**src/rtl/example_mac_accum.sv**
```systemverilog
// example_mac_accum: sums NUM_TERMS signed products, then arithmetic-shifts and
// saturates the sum onto a valid/ready result port. Rev 1.0
`default_nettype none

module example_mac_accum #(
   parameter int PROD_WIDTH = 20,
   parameter int NUM_TERMS  = 8,
   parameter int ACC_WIDTH  = 23,
   parameter int OUT_WIDTH  = 16,
   parameter int OUT_SHIFT  = 4
) (
   input  logic                  ap_clk,
   input  logic                  ap_rst_n,
   input  logic [PROD_WIDTH-1:0] prod_tdata,
   input  logic                  prod_tvalid,
   output logic                  prod_tready,
   output logic [OUT_WIDTH-1:0]  res_tdata,
   output logic                  res_tvalid,
   input  logic                  res_tready,
   output logic                  res_sat
);

   localparam int CNT_W = (NUM_TERMS > 1) ? $clog2(NUM_TERMS) : 1;
   localparam int CMP_W = ((ACC_WIDTH > OUT_WIDTH) ? ACC_WIDTH : OUT_WIDTH) + 1;

   localparam logic signed [CMP_W-1:0] c_max = {{(CMP_W-OUT_WIDTH+1){1'b0}}, {(OUT_WIDTH-1){1'b1}}};
   localparam logic signed [CMP_W-1:0] c_min = {{(CMP_W-OUT_WIDTH+1){1'b1}}, {(OUT_WIDTH-1){1'b0}}};

   typedef enum logic [0:0] {
      ST_ACC = 1'b0,
      ST_OUT = 1'b1
   } state_t;

   state_t                       r_state, w_state_nxt;
   logic signed [ACC_WIDTH-1:0]  r_acc, w_acc_nxt;
   logic [CNT_W-1:0]             r_cnt, w_cnt_nxt;
   logic                         w_ready_nxt, w_valid_nxt, w_sat_nxt;
   logic [OUT_WIDTH-1:0]         w_data_nxt;

   logic signed [ACC_WIDTH-1:0]  w_prod_ext, w_sum, w_shift;
   logic signed [CMP_W-1:0]      w_wide;
   logic [OUT_WIDTH-1:0]         w_sat_data;
   logic                         w_sat_flag;
   logic                         w_accept, w_last;

   assign w_prod_ext = ACC_WIDTH'($signed(prod_tdata));
   assign w_sum      = r_acc + w_prod_ext;
   assign w_shift    = w_sum >>> OUT_SHIFT;
   assign w_wide     = CMP_W'(w_shift);
   assign w_accept   = prod_tvalid & prod_tready;
   assign w_last     = (NUM_TERMS == 1) || (r_cnt == CNT_W'(NUM_TERMS - 1));

   // Compare at a width wide enough for both bounds so the clamp is exact.
   always_comb begin
      w_sat_flag = 1'b0;
      w_sat_data = w_wide[OUT_WIDTH-1:0];
      if (w_wide > c_max) begin
         w_sat_flag = 1'b1;
         w_sat_data = c_max[OUT_WIDTH-1:0];
      end else if (w_wide < c_min) begin
         w_sat_flag = 1'b1;
         w_sat_data = c_min[OUT_WIDTH-1:0];
      end
   end

   always_comb begin
      w_state_nxt = r_state;
      w_acc_nxt   = r_acc;
      w_cnt_nxt   = r_cnt;
      w_ready_nxt = prod_tready;
      w_valid_nxt = res_tvalid;
      w_data_nxt  = res_tdata;
      w_sat_nxt   = res_sat;
      case (r_state)
         ST_ACC: begin
            w_ready_nxt = 1'b1;
            if (w_accept) begin
               if (w_last) begin
                  w_data_nxt  = w_sat_data;
                  w_sat_nxt   = w_sat_flag;
                  w_valid_nxt = 1'b1;
                  w_ready_nxt = 1'b0;
                  w_acc_nxt   = '0;
                  w_cnt_nxt   = '0;
                  w_state_nxt = ST_OUT;
               end else begin
                  w_acc_nxt = w_sum;
                  w_cnt_nxt = r_cnt + CNT_W'(1);
               end
            end
         end
         ST_OUT: begin
            if (res_tvalid && res_tready) begin
               w_valid_nxt = 1'b0;
               w_ready_nxt = 1'b1;
               w_state_nxt = ST_ACC;
            end
         end
         default: w_state_nxt = ST_ACC;
      endcase
   end

   always_ff @(posedge ap_clk or negedge ap_rst_n) begin
      if (!ap_rst_n) begin
         r_state     <= ST_ACC;
         r_acc       <= '0;
         r_cnt       <= '0;
         prod_tready <= 1'b0;
         res_tvalid  <= 1'b0;
         res_tdata   <= '0;
         res_sat     <= 1'b0;
      end else begin
         r_state     <= w_state_nxt;
         r_acc       <= w_acc_nxt;
         r_cnt       <= w_cnt_nxt;
         prod_tready <= w_ready_nxt;
         res_tvalid  <= w_valid_nxt;
         res_tdata   <= w_data_nxt;
         res_sat     <= w_sat_nxt;
      end
   end

endmodule

`default_nettype wire

```
**config.mk**
```make
export PLATFORM = sky130hd
export DESIGN_NAME = example_mac_accum
export DESIGN_NICKNAME = d
export VERILOG_FILES = /design/src/rtl/example_mac_accum.sv
export SDC_FILE = /design/constraint.sdc
export NUM_CORES = 1
export LEC_CHECK = 0
export CELL_PAD_IN_SITES_DETAIL_PLACEMENT = 1
export CELL_PAD_IN_SITES_GLOBAL_PLACEMENT = 2
export CORE_UTILIZATION = 35
export DETAILED_ROUTE_END_ITERATION = 16
export PLACE_DENSITY_LB_ADDON = 0.15
export RECOVER_POWER = 25
export SETUP_SLACK_MARGIN = 0.4
export SLEW_MARGIN = 20
export SYNTH_ARGS = -nofsm -noshare
export SYNTH_HDL_FRONTEND = slang
export SYNTH_SLANG_ARGS = --single-unit
```
**constraint.sdc**
```tcl
create_clock -name ap_clk -period 3.3 [get_ports ap_clk]
set_clock_uncertainty 0.1 [all_clocks]
set_input_delay 0.66 -clock ap_clk [delete_from_list [all_inputs] [get_ports ap_clk]]
set_output_delay 0.66 -clock ap_clk [all_outputs]
set_load 0.005 [all_outputs]
```
# Yosys cells after proc, flatten, opt, wreduce, memory -nomap -nowiden
# Index checks and enable logic that the tools add are counted.
# word_totals
regBits	46
# classes
addsub	2
magnitude_cmp	2
n_eq_ne	4
muxes	18
bitwise_logic	2
n_reduce_logical	4
# op_table
cell	count
$mux 16	2
$add 23x20->23	1
$mux 23	1
$gt 19x16->1 const B	1
$lt 19x16->1 const B	1
$mux 1	11
$pmux 1 s2	3
$reduce_and 3->1	2
$ne 2x2->1 const B	2
$add 3x1->3 const B	1
$eq 3x3->1 const B	1
$mux 3	1
$ne 2x1->1 const B	1
$reduce_and 2->1	1
$and 1x1->1	1
$logic_and 1x1->1	1
$not 1->1	1

# Depth between registers and ports, before layout
# Gate-level depths: netlist (run 1).
# logic_depth
depth_word	4
depth_mapped	12
depth_no_buf	11

# Worst setup path before layout (run 1)
# OpenSTA, ideal clock, no wires.
# synth_path
path_type	input to register
startpoint	in prod_tdata[0]
endpoint	reg res_tdata[13]
setup_time_ns	0.139
t_arrival_ns	2.930
t_required_ns	3.061
slack_ns	0.132
cell_stages	12
cell_sequence	ha_1 inv_1 fa_1 nor2b_4 o31a_1 o21ai_2 a21oi_2 o41ai_2 xnor2_1 a311oi_4 buf_6 o32ai_1
# synth_via
elab_chain_cells	4
elab_cells_between_ends	5
classes_between	1 x add/sub; 2 x order compare; 2 x mux
# synth_rtl
item	line	source
start, declared	14	input logic [PROD_WIDTH-1:0] prod_tdata,
$add 23x20->23 (*)	47	assign w_sum = r_acc + w_prod_ext;
$lt 19x16->1	60	end else if (w_wide < c_min) begin
$mux 16	60	
$mux 16 (*)	57	if (w_wide > c_max) begin
end signal, assigned	118	res_tdata <= w_data_nxt;
end, declared	17	output logic [OUT_WIDTH-1:0] res_tdata,
# Mark *: on every way between the ends. The rest lies on a longest branch, timed or not.
# A chain may end at the register's enable or synchronous reset.

# Worst setup path in the final report (run 1)
# layout_path
startpoint	in prod_tdata[6]
endpoint	reg res_sat
# layout_via
elab_chain_cells	4
elab_cells_between_ends	5
classes_between	1 x add/sub; 2 x order compare; 2 x mux
# layout_rtl
item	line	source
$add 23x20->23 (*)	47	
$lt 19x16->1	60	
$mux 1	60	
$mux 1 (*)	57	
end signal, assigned	119	res_sat <= w_sat_nxt;
end, declared	20	output logic res_sat
# Marked as above.

==> results of run 1 <==
## registers in the layout (all words and copies together), names as in the netlist
| signal | count |
|---|---|
| res_sat | 1 |
| r_acc | 23 |
| res_tvalid | 1 |
| res_tdata | 16 |
| r_cnt | 3 |
| prod_tready | 1 |
| r_state | 1 |
## power groups by stage
| stage | sequential [mW] | combinational (mW) | clock [mW] |
|---|---|---|---|
| final | 1.05 | 4.07 | 0.353 |
| after global routing | 1.08 | 4.41 | 0.383 |
| after CTS | 1.05 | 3.81 | 0.371 |
| after detailed placement | 1.03 | 3.18 | 0 |
| after global placement | 1.02 | 3.11 | 0 |
| after floorplan | 0.981 | 1.97 | 0 |
## cells in the final DEF, fill, tap and decap left out, drive strengths merged, types with 4 or more instances in the layout
cell	netlist	routed
a21boi	5	5
a21o	11	11
a21oi	15	15
a22o	18	18
buf	4	77
clkbuf	11	8
clkdlybuf4s50	0	26
dfrtp	46	46
dlygate4sd2	0	9
ha	24	24
inv	6	6
nand2	18	18
nor2	28	28
nor3	9	9
o21a	4	4
o21ai	26	26
o32ai	15	15
or3	4	4
xnor2	9	9
xor2	7	7
## area by class of cell
cell class / instances / share of cell area
timing repair buffer: 116 / 0.2261
sequential: 46 / 0.2450
tap: 105 / 0.02796
multi-input combinational: 239 / 0.4799
inverter: 6 / 0.004794
clock buffer: 7 / 0.01624
## per-layer routing
metal	track usage	routed length [µm]
met4	0.03980	90
met5	0	0
met3	0.03633	246
met1	0.3164	4919
met2	0.3810	4543
## what timing repair did
| item | 4_1_cts | 5_1_grt |
|---|---|---|
| pin swaps | 38 | 12 |
| endpoints found under the setup margin | 25 | 19 |
| cloned | 2 | 0 |
| hold buffers | 0 | 0 |
| gates resized for setup | 63 | 16 |
| buffers inserted | 15 | 6 |
## worst max-delay path, stage by stage
cell           delay, ns
dlygate4sd2_1       0.26
ha_4                0.27
a21oi_4             0.14
o211ai_1            0.12
a211o_2             0.40
a221oi_4            0.26
nor3_2              0.10
xor2_2              0.40
a311oi_4            0.18
buf_4               0.18
o31a_1              0.24
## worst paths after layout
path,endpoint,startpoint,depth (start not counted),slack [ns]
setup / recovery,res_sat,prod_tdata[6],11,0.16
hold reg to reg,r_cnt[2],r_cnt[2],1,0.42
setup reg to reg,res_sat,r_acc[0],11,0.19
hold / removal,r_cnt[2],r_cnt[2],1,0.42
max in group asynchronous,res_tdata[7],ap_rst_n,2,1.35
min in group asynchronous,r_acc[15],ap_rst_n,1,0.68
## per-stage QoR
stage	cell area [µm²]	power, mW
6_report	4698	5.471
4_1_cts	4562	5.226
5_1_grt	4698	5.877
3_5_place_dp	4060	4.211
2_1_floorplan	3179	2.954
3_3_place_gp	4060	4.130
## cells by family (layout without fill, tap and decap cells)
group                    after synthesis  count (layout)  synth area share
adder cells (fa/ha/maj)               25              25            0.1040
multiplexers                           2               2          0.007314
buffers and inverters                 21             129           0.03129
XOR/XNOR                              16              16           0.04795
AND/OR/NAND/NOR                       77              77            0.1272
AO/OA/AOI/OAI                        119             119            0.3084
flip-flops                            46              46            0.3738
==> impl_metrics.toml, run 1 <==
[synthesis]
ys_top_cells_by_area = "dfrtp_1 (37%), ha_1 (9.8%), a22o_1 (5.1%)"
synthCells = 306
synth_nets = 355
ys_ff_latch = 46
syn_area_um2 = 3079
syn_avg_cell_area_um2 = 10.06
async_flop_share = 1.000
synth_top_area_share = 0.3738
synth.most_common_cell = "dfrtp_1"
synth_flop_cell = "dfrtp_1"
synth_edf_count = 0
ys_seq_area_frac = 0.3738
synth_top_cell_by_area = "dfrtp_1"
synth_warnings = 0
yosysUniqueCellTypes = 56
synth_commonest_cells = "dfrtp_1 (46), nor2_1 (28), ha_1 (24)"

[cts]
cts_tree = "done"
clock_latency_ns = 0.31
clk_pin_slew_worst_paths_ns = 0.09
cts_buffers = 5
root_buffer = "clkbuf_8"
h-tree-depth = 2
clockBufferDepth = 2
cts_num_sinks = 46

[critical_path]
end_kind = "flip-flop"
cp_data_arrival_time_ns = 3.22
worst_ep_required_time_ns = 3.38
worstSetupPathType = "in -> reg"
startpoint_type = "primary input"
crit_fanout = 4

[sta]
relSlewSlack = -0.1229
rsz0062_at_grt = "yes"
setup_ws_ns = 0.1647
tns_ns = 0
hold-worst-slack_ns = 0.4205
min_period_over_period = 0.9501
tightest_slew_ns = 1.684
fmax_mhz = 319.0
period_needed_ns = 3.135
setup_violations = 0
finalHoldViolCount = 0
slew_viol_final = 30

[place]
gp_congestion = 0.8053
placed_cells = 489
dp_hpwl_um = 6789
port-buffer-count = 42
post-place-ws_ns = -0.6372

[run_status]
run_status = "finished with violations"
violations = "capacitance limit, slew limit"

[layout]
num_antenna_cells = 0
seq_area_um2 = 1151
finalNonFillerCells = 519
drive_gt1_frac = 0.3575
nFillCells = 922
final_core_util = 0.5605
fin_nets = 463
multiInputGateArea_um2 = 2255
syn_to_final_growth_pct = 52.58

[global_routing]
grt_use_total = 0.2289
grt_max_degree = 33
grt_pass1_wl_um = 15890
grt-ovfl-total = 0
antenna_found_initial = 0
first_global_vias = 3047

[floorplanning]
die_w_um = 95.80
die_h_um = 95.80
initial_core_util = 0.3674
core_area_um2 = 8382
fp-row-count = 33
io_pins = 43
fp.dieArea_um2 = 9177

[power]
p_int_mw = 3.152
p_sw_mw = 2.319
swShare = 0.4238
power_density_nw_per_um2 = 1164
clockPowerShare = 0.065
p_seq_frac = 0.192
vdd_drop_max_uv = 542.5
comb_power_share = 0.744
power_leakage_nw = 1.979

[detailed_routing]
drc = 0
first_iter_violations = 47
firstDrtPassIters = 4
wl_per_cell_um = 18.88
wirelength_um = 9800
ant_nets = 0
route.vias.total = 2871
vias_per_cell = 5.532

[run]
cap_violations = 1

[worst_hold_path]
hold_path_class = "reg -> reg"
Note: power is estimated with default switching activity, not from simulation.
==> run 2: changes to the inputs <==
- CORE_UTILIZATION: 35 -> 41
- DONT_BUFFER_PORTS: not set -> 1
==> run 2 against run 1 <==
Against the previous run: final cell count is 18% lower; largest cell class unchanged; total power is 24% lower; critical path type is now reg -> reg; hold slack got worse by 0.0092 ns; non-clock buffer count fell by 90; critical path depth decreased by 1; setup slack better by 0.081 ns; the flow still finishes with violations (capacitance limit, slew limit).
==> impl_metrics.toml, run 2 (synthesized netlist as in run 1, its figures left out) <==
[layout]
fin_nets = 373
num_antenna_cells = 0
syn_to_final_growth_pct = 17.59
top_regs = "r_acc (23), res_tdata (16), r_cnt (3)"
top_register = "r_acc"
drive_gt1_frac = 0.2369
layout.cells.most_common = "dfrtp_1"
largest_register_ffs = 23
mostFrequentLayoutCells = "dfrtp_1 (46), nor2_1 (27), buf_4 (22)"

[sta]
setup_violations = 0
slew_viol_final = 47
rsz0062_at_grt = "yes"
tightest_slew_ns = 2.161
relSlewSlack = -0.4404
setup_ws_ns = 0.2459
finalHoldViolCount = 0
min_period_over_period = 0.9255
tns_ns = 0
fmax_mhz = 327.4
period_needed_ns = 3.054

[critical_path]
crit_fanout = 5
cp_data_arrival_time_ns = 3.14
ff2ff_path_depth = 10
r2r_start = "r_acc[2]"
worst_r2r_endpoint = "res_sat"
worstSetupPathType = "reg -> reg"
r2r_slack_ns = 0.25
worst_ep_required_time_ns = 3.39
startpoint_type = "flip-flop"
end_kind = "flip-flop"

[cts]
cts_tree = "done"
cts_buffers = 5
clockBufferDepth = 2
cts_num_sinks = 46
clock_latency_ns = 0.31
root_buffer = "clkbuf_8"
clk_pin_slew_worst_paths_ns = 0.09
h-tree-depth = 2

[power]
power_leakage_nw = 1.505
power_density_nw_per_um2 = 1152
vdd_drop_max_uv = 563.4

[detailed_routing]
route.vias.total = 2501
wirelength_um = 8076
firstDrtPassIters = 4
vias_per_cell = 5.899
drc = 0
first_iter_violations = 93
wl_per_cell_um = 19.05
ant_nets = 0

[place]
post-place-ws_ns = -0.1323
gp_congestion = 0.7998
dp_hpwl_um = 6120
port-buffer-count = 0

[floorplanning]
fp.dieArea_um2 = 7861
core_area_um2 = 7253
fp-row-count = 31
io_pins = 43
die_w_um = 88.66
initial_core_util = 0.4245
die_h_um = 88.66

[worst_hold_path]
hold_path_class = "reg -> reg"
hold_start = "r_acc[16]"
hold-path-cell-count = 1
hold_end = "r_acc[16]"

[run_status]
run_status = "finished with violations"
violations = "capacitance limit, slew limit"

[global_routing]
grt_max_degree = 47
grt-ovfl-total = 0
first_global_vias = 2554
grt_use_total = 0.2184
antenna_found_initial = 0
grt_pass1_wl_um = 13010

[run]
cap_violations = 1
-- run 2: cell count changes in the layout (fill, tap and decap cells not counted), moves of 3 or more --
| cell | previous run | this run |
|---|---|---|
| buf_6 | 6 | 2 |
| buf_12 | 5 | 1 |
| o32ai_1 | 0 | 3 |
| buf_4 | 62 | 22 |
| ha_1 | 9 | 17 |
| dlygate4sd2_1 | 9 | 0 |
| clkdlybuf4s50_1 | 26 | 0 |
| ha_4 | 13 | 5 |
| o32ai_4 | 3 | 0 |
-- run 2: stage by stage --
stage	instances	hold slack, ns	power [mW]	util	instance area [µm²]
6_report	424	0.4113	4.173	0.4992	3621
5_1_grt	424	0.4370	4.502	0.4992	3621
4_1_cts	423	0.09698	4.142	0.4954	3593
3_5_place_dp	409	0.2655	3.595	0.4652	3374
3_3_place_gp	409	0.2656	3.552	0.4652	3374
2_1_floorplan	306	0.2644	2.954	-	3179
-- run 2: worst max-delay path by stage --
stage,startpoint,end,slack [ns],cells past startpoint
2_1_floorplan,prod_tdata[1],res_tdata[8],0.20,10
3_3_place_gp,prod_tdata[0],res_tdata[8],-0.14,11
3_5_place_dp,prod_tdata[0],res_tdata[5],-0.13,11
4_1_cts,r_acc[0],res_tdata[5],0.27,11
5_1_grt,r_acc[2],res_tdata[5],0.12,10
6_report,r_acc[2],res_sat,0.25,10
-- run 2: report_power, final --
| part | internal (mW) | switching [mW] | leakage [nW] |
|---|---|---|---|
| Sequential | 0.826 | 0.210 | 0.513 |
| Combinational | 1.30 | 1.47 | 0.944 |
| Clock | 0.170 | 0.202 | 0.0482 |
-- run 2: worst max-delay path, cell delays in order (launching register included) --
cell      delay [ns]
dfrtp_1         0.42
ha_4            0.24
o211ai_1        0.27
o211ai_1        0.17
a211o_2         0.40
a221oi_2        0.29
nor3_2          0.10
xor2_2          0.36
a311oi_4        0.18
buf_4           0.18
o31a_1          0.23
-- run 2: per-layer routing --
metal | vias up | GRT usage | share of wire
met4 | 0 | 0.04839 | 0.0089
met5 | - | 0 | 0
li1 | 1197 | - | -
met2 | 42 | 0.3427 | 0.46
met3 | 9 | 0.04478 | 0.040
met1 | 1253 | 0.3098 | 0.49
-- run 2: final cells by class --
| cell class | count | area, µm² |
|---|---|---|
| clock buffers | 7 | 86.33 |
| repair buffers | 26 | 220.2 |
| well taps | 99 | 123.9 |
| flip-flops and latches | 46 | 1151 |
| fillers | 821 | 3632 |
| clock inverters | 1 | 5.005 |
| multi-input cells | 239 | 2012 |
| inverters | 6 | 22.52 |
-- run 2: timing repair --
action	CTS	global route
resized for setup	9	4
hold buffers	1	0
setup endpoints to repair	17	16
setup buffers	5	1
endpoints found under the hold margin	46	0
pin swaps	10	0
